===== src/rtl/wb_block_master.sv =====
// Wishbone block initiator: moves count_i 32-bit words between a local stream and a slave, one classic cycle per word.
// Optional ack timeout abort is compiled in with `define WB_TIMEOUT_EN.
module wb_block_master #(
  parameter int CNT_W = 16
`ifdef WB_TIMEOUT_EN
  ,
  parameter int TIMEOUT_CYCLES = 256
`endif
) (
  input  logic             clk_i,
  input  logic             rst_i,
  input  logic             start_i,
  input  logic             dir_i,
  input  logic [31:0]      base_addr_i,
  input  logic [CNT_W-1:0] count_i,
  output logic             busy_o,
  output logic             done_o,
  output logic             err_o,
  input  logic [31:0]      wr_data_i,
  input  logic             wr_valid_i,
  output logic             wr_ready_o,
  output logic [31:0]      rd_data_o,
  output logic             rd_valid_o,
  output logic             wb_cyc_o,
  output logic             wb_stb_o,
  output logic             wb_we_o,
  output logic [31:0]      wb_addr_o,
  output logic [3:0]       wb_sel_o,
  output logic [31:0]      wb_data_o,
  input  logic [31:0]      wb_data_i,
  input  logic             wb_ack_i,
  output logic [2:0]       dbg_state_o
);

  // Local stream handshake: a write word moves on a cycle where wr_valid_i and wr_ready_o are both high.
  // rd_valid_o is a single-cycle pulse with no backpressure.
  typedef enum logic [2:0] {IDLE, FETCH, REQ, GAP, DONE} state_t;

  state_t           state, next_state;
  logic [31:0]      addr_q;
  logic [31:0]      data_q;
  logic [CNT_W-1:0] rem_q;
  logic             dir_q;
  logic [31:0]      rd_data_q;
  logic             rd_valid_q;
  logic             limit_hit;
  logic             req;

`ifdef WB_TIMEOUT_EN
  localparam int WAIT_W = (TIMEOUT_CYCLES > 2) ? $clog2(TIMEOUT_CYCLES) : 1;
  localparam logic [WAIT_W-1:0] LIMIT = WAIT_W'(TIMEOUT_CYCLES - 1);
  logic [WAIT_W-1:0] wait_q;
  logic              err_q;

  // Counter is zero whenever outside REQ, so it restarts on every REQ entry.
  assign limit_hit = (state == REQ) && !wb_ack_i && (wait_q == LIMIT);

  always_ff @(posedge clk_i) begin
    if (rst_i) begin
      wait_q <= '0;
      err_q  <= 1'b0;
    end else begin
      wait_q <= ((state == REQ) && !wb_ack_i) ? wait_q + 1'b1 : '0;
      err_q  <= limit_hit;
    end
  end

  assign err_o = err_q;
`else
  assign limit_hit = 1'b0;
  assign err_o     = 1'b0;
`endif

  always_ff @(posedge clk_i) begin
    if (rst_i) state <= IDLE;
    else       state <= next_state;
  end

  always_comb begin
    next_state = state;
    wr_ready_o = 1'b0;
    case (state)
      IDLE: begin
        if (start_i) begin
          if (count_i == '0) next_state = DONE;
          else               next_state = dir_i ? FETCH : REQ;
        end
      end
      FETCH: begin
        wr_ready_o = 1'b1;
        if (wr_valid_i) next_state = REQ;
      end
      REQ: begin
        // An ack in the limit cycle still completes the word.
        if (wb_ack_i)       next_state = GAP;
        else if (limit_hit) next_state = IDLE;
      end
      GAP: begin
        if (rem_q == CNT_W'(1)) next_state = DONE;
        else                    next_state = dir_q ? FETCH : REQ;
      end
      DONE:    next_state = IDLE;
      default: next_state = IDLE;
    endcase
  end

  always_ff @(posedge clk_i) begin
    if (rst_i) begin
      addr_q     <= '0;
      data_q     <= '0;
      rem_q      <= '0;
      dir_q      <= 1'b0;
      rd_data_q  <= '0;
      rd_valid_q <= 1'b0;
    end else begin
      rd_valid_q <= 1'b0;
      case (state)
        IDLE: begin
          if (start_i && (count_i != '0)) begin
            addr_q <= base_addr_i & ~32'h3;
            rem_q  <= count_i;
            dir_q  <= dir_i;
          end
        end
        FETCH: begin
          if (wr_valid_i) data_q <= wr_data_i;
        end
        REQ: begin
          if (wb_ack_i && !dir_q) begin
            rd_data_q  <= wb_data_i;
            rd_valid_q <= 1'b1;
          end
        end
        GAP: begin
          addr_q <= addr_q + 32'd4;
          rem_q  <= rem_q - 1'b1;
        end
        default: ;
      endcase
    end
  end

  // Bus outputs are gated so they read zero whenever no request is open.
  assign req         = (state == REQ);
  assign wb_cyc_o    = req;
  assign wb_stb_o    = req;
  assign wb_we_o     = req & dir_q;
  assign wb_sel_o    = req ? 4'hF : 4'h0;
  assign wb_addr_o   = req ? addr_q : 32'h0;
  assign wb_data_o   = (req & dir_q) ? data_q : 32'h0;
  assign busy_o      = (state != IDLE);
  assign done_o      = (state == DONE);
  assign rd_data_o   = rd_data_q;
  assign rd_valid_o  = rd_valid_q;
  assign dbg_state_o = state;

endmodule


===== config.mk =====
export PLATFORM = sky130hd
export DESIGN_NAME = wb_block_master
export DESIGN_NICKNAME = d
export VERILOG_FILES = /design/src/rtl/wb_block_master.sv
export SDC_FILE = /design/constraint.sdc
export NUM_CORES = 1
export LEC_CHECK = 0
export BUFFER_PORTS_ARGS = -buffer_cell sky130_fd_sc_hd__buf_2
export CORE_UTILIZATION = 52
export CTS_BUF_LIST = sky130_fd_sc_hd__clkbuf_16
export DETAILED_ROUTE_END_ITERATION = 10
export PLACE_DENSITY = 0.84
export SLEW_MARGIN = 20
export SYNTH_ARGS = -nofsm -noshare
export SYNTH_HDL_FRONTEND = slang
export SYNTH_SLANG_ARGS = --single-unit

===== constraint.sdc =====
create_clock -name clk_i -period 4.85 [get_ports clk_i]
set_clock_uncertainty 0.15 [all_clocks]
set_input_delay 0.97 -clock clk_i [delete_from_list [all_inputs] [get_ports clk_i]]
set_output_delay 0.97 -clock clk_i [all_outputs]
set_load 0.01 [all_outputs]

==> flow_metrics.tcl <==
set metrics [dict create \
    status "complete, no violations" \
    routed_wirelength_um 15600 \
    hp-class "reg -> reg" \
    met2_usage_pct 45.7 \
    clk_pin_slew_ns 0.05 \
    io_pins 229 \
    ys_seq_area_share_pct 42.0 \
    rsz0062_at_grt "no" \
    final_hold_viol_count 0 \
    finish.instance_area_um2 7150 \
    cts.path.max_buffers 2 \
    dr.pass1.iters 5 \
    synth_edf_count 0 \
    vias_per_cell 5.56 \
    coreArea_um2 10300 \
    grt_pass1_vias 5329 \
    maxSlewViolCount 0 \
    irDropWorstVdd_mv 0.221 \
    seq_power_share_pct 40.5 \
    r2r_start "dbg_state_o[0]" \
    grt_antenna_before_repair 0 \
    relSlewSlack_pct 27.6 \
    clk_latency_ns 0.40 \
    leakage_nw 3.27 \
    post_cts_buffers 0 \
    regToRegSetupSlack_ns 2.27 \
    clock-sinks 115 \
    wire_per_inst_um 14.7 \
    numPortBuffers 223 \
    setup_violations 0 \
    finalNetCount 1033 \
    ant_nets 0 \
    initial_utilization_pct 53.4 \
    critPathMaxFanout 45 \
    final_util_pct 69.6 \
    p_comb_share_pct 14.1 \
    drt_iter0_drc 380 \
    fmax_ghz 0.329 \
    fin_setup_tns_ns 0 \
    path_class "reg -> out" \
    cts_tree "yes" \
    p_sw_mw 0.718 \
    post_cts_resized 0 \
    cts-buffers-inserted 17 \
    vias 5889 \
    dieArea_um2 11000 \
    holdPathEnd "data_q[14]" \
    antenna_cells 0 \
    yosysWarningCount 0 \
    yosys.area.top_type_share_pct 42.0 \
    met3_usage_pct 7.92 \
    synthFlopType "dfxtp_1" \
    htree_levels 4 \
    dpl-instance-area_um2 6570 \
    endpoint_kind "output port" \
    cts_root_buf "clkbuf_16" \
    syn-mean-instance-area_um2 7.58 \
    p_clk_share_pct 45.3 \
    die_w_um 105 \
    critPathLaunchType "register" \
    final_layout_size_suffix_gt1_share_pct 29.3 \
    num_rows 37 \
    cp.required_ns 3.73 \
    cap_violations 0 \
    n_fill_cell 898 \
    track_usage_pct 28.5 \
    fin_crit_sh_pct 62.7 \
    place_hpwl_um 10300 \
    p_sw_share_pct 26.8 \
    use_met1_pct 35.0 \
    ctsHoldBuffers 0 \
    hold_start "data_q[14]" \
    syn_area_um2 5490 \
    worst-r2r-cell-count 6 \
    synth_cell_type_count 47 \
    synth_async_sr_flop_share_pct 0 \
    drc 0 \
    arrival_ns 1.92 \
    synth_seq_cells 115 \
    gp_congestion 0.826 \
    grt_start_max_net_pins 89 \
    area_growth_pct 30.3 \
    hold_depth 2 \
    synth_top_cell_by_area "dfxtp_1" \
    worstReg2RegEnd "addr_q[20]" \
    syn_inst 724 \
    busiest_layer "met2" \
    tightest_slew_ns 1.09 \
    power_density_nw_per_um2 374 \
    die_h_um 105 \
    grt_pass1_wl_um 25200 \
    synth.area.top_cells "dfxtp_1 (42%), nand2_1 (10%), a21oi_1 (10%), and3_1 (4.3%), and2_1 (4.2%)" \
    grt_overflow 0 \
    p_int_mw 1.96 \
    fin_crit_ns 3.04 \
]
[flip-flops by register name, summed over array words and instances, names as in the netlist]
signal,cells
rem_q,16
dir_q,1
addr_q,30
rd_valid_o,1
dbg_state_o,3
data_q,32
rd_data_o,32
[worst max-delay path: stages (launching register included)]
cell	delay (ns)
dfxtp_1	0.50
nor3b_2	0.25
buf_4	0.37
and3_1	0.24
buf_2	0.14
[worst max-delay path by stage]
stage	start	to	slack, ns	cells after the start
after CTS	dbg_state_o[1]	wb_data_o[0]	1.80	4
after global routing	dbg_state_o[1]	wb_data_o[3]	1.65	4
final	dbg_state_o[1]	wb_data_o[0]	1.81	4
after floorplan	dbg_state_o[1]	wb_addr_o[23]	1.96	5
after global placement	count_i[3]	addr_q[2]	1.82	7
after detailed placement	count_i[3]	addr_q[2]	1.83	7
[kinds of logic after synthesis]
group,Yosys count,synth area share [%]
adders and majority gates,3,0.684
xor gates and xnor gates,2,0.319
other,1,0.0683
DFF,115,42.0
buffers and inverters,70,5.43
and+or+nand+nor,353,32.1
AOI/OAI and AO/OA,180,19.4
[final cells by class]
type	count	area, um2	share of cell area (%)
multi-input combinational	541	2900	40.6
sequential	115	2300	32.2
timing repair buffer	231	1180	16.5
clock buffer	17	425	5.95
tap	136	170	2.38
clock inverter	14	145	2.03
inverter	6	22.5	0.315
[metal layers]
metal | vias to the layer above | routed length (um)
met1 | 2699 | 6540
met5 | - | 0
met2 | 234 | 7470
met4 | 0 | 440
met3 | 32 | 1110
li1 | 2924 | -
[synth_stat cells, types with 4 or more instances]
cell / instances
nor3b_1: 4
clkbuf_1: 54
nor2_1: 25
nand4_1: 14
nor3_1: 7
nor4_1: 13
and3_1: 38
a2bb2oi_1: 15
o21ai_0: 15
inv_1: 6
nand3_1: 38
a31oi_1: 16
dfxtp_1: 115
and4_1: 6
a21oi_1: 111
nand2_1: 152
and2_1: 37
buf_4: 9
[power by group through the flow]
stage / combinational (mW) / sequential, mW / clock, mW
floorplan: 0.260 / 1.08 / 0
global placement: 0.369 / 1.10 / 0
detailed placement: 0.373 / 1.10 / 0
CTS: 0.377 / 1.08 / 1.23
global route: 0.420 / 1.10 / 1.27
finish: 0.378 / 1.08 / 1.21
[stage by stage]
| step | hold slack, ns | worst slack, ns | cells | total power [mW] |
|---|---|---|---|---|
| 6_report | 0.300 | 1.81 | 1060 | 2.68 |
| 2_1_floorplan | 0.282 | 1.96 | 726 | 1.34 |
| 5_1_grt | 0.313 | 1.65 | 1060 | 2.79 |
| 3_3_place_gp | 0.288 | 1.82 | 1029 | 1.47 |
| 4_1_cts | 0.300 | 1.80 | 1060 | 2.69 |
| 3_5_place_dp | 0.293 | 1.83 | 1029 | 1.47 |
[cells in the final DEF, fill, tap and decap left out, types with 3 or more instances in the layout]
master	n
o211ai_1	3
and2_1	36
nand3b_1	3
a21oi_1	111
nor4_1	13
a2bb2oi_1	15
dfxtp_1	114
a31oi_1	16
and3_1	38
nor3b_1	3
conb_1	3
o311ai_0	3
clkbuf_16	17
nand4_1	14
nor3_1	7
buf_2	222
nand3_1	38
buf_4	9
nor2_1	25
bufinv_16	3
inv_1	6
nand2_1	151
ha_1	3
o21ai_0	15
clkinv_1	5
and4_1	6
clkinv_2	4
a211oi_1	3
No activity file was read; power rests on OpenSTA's default activity.
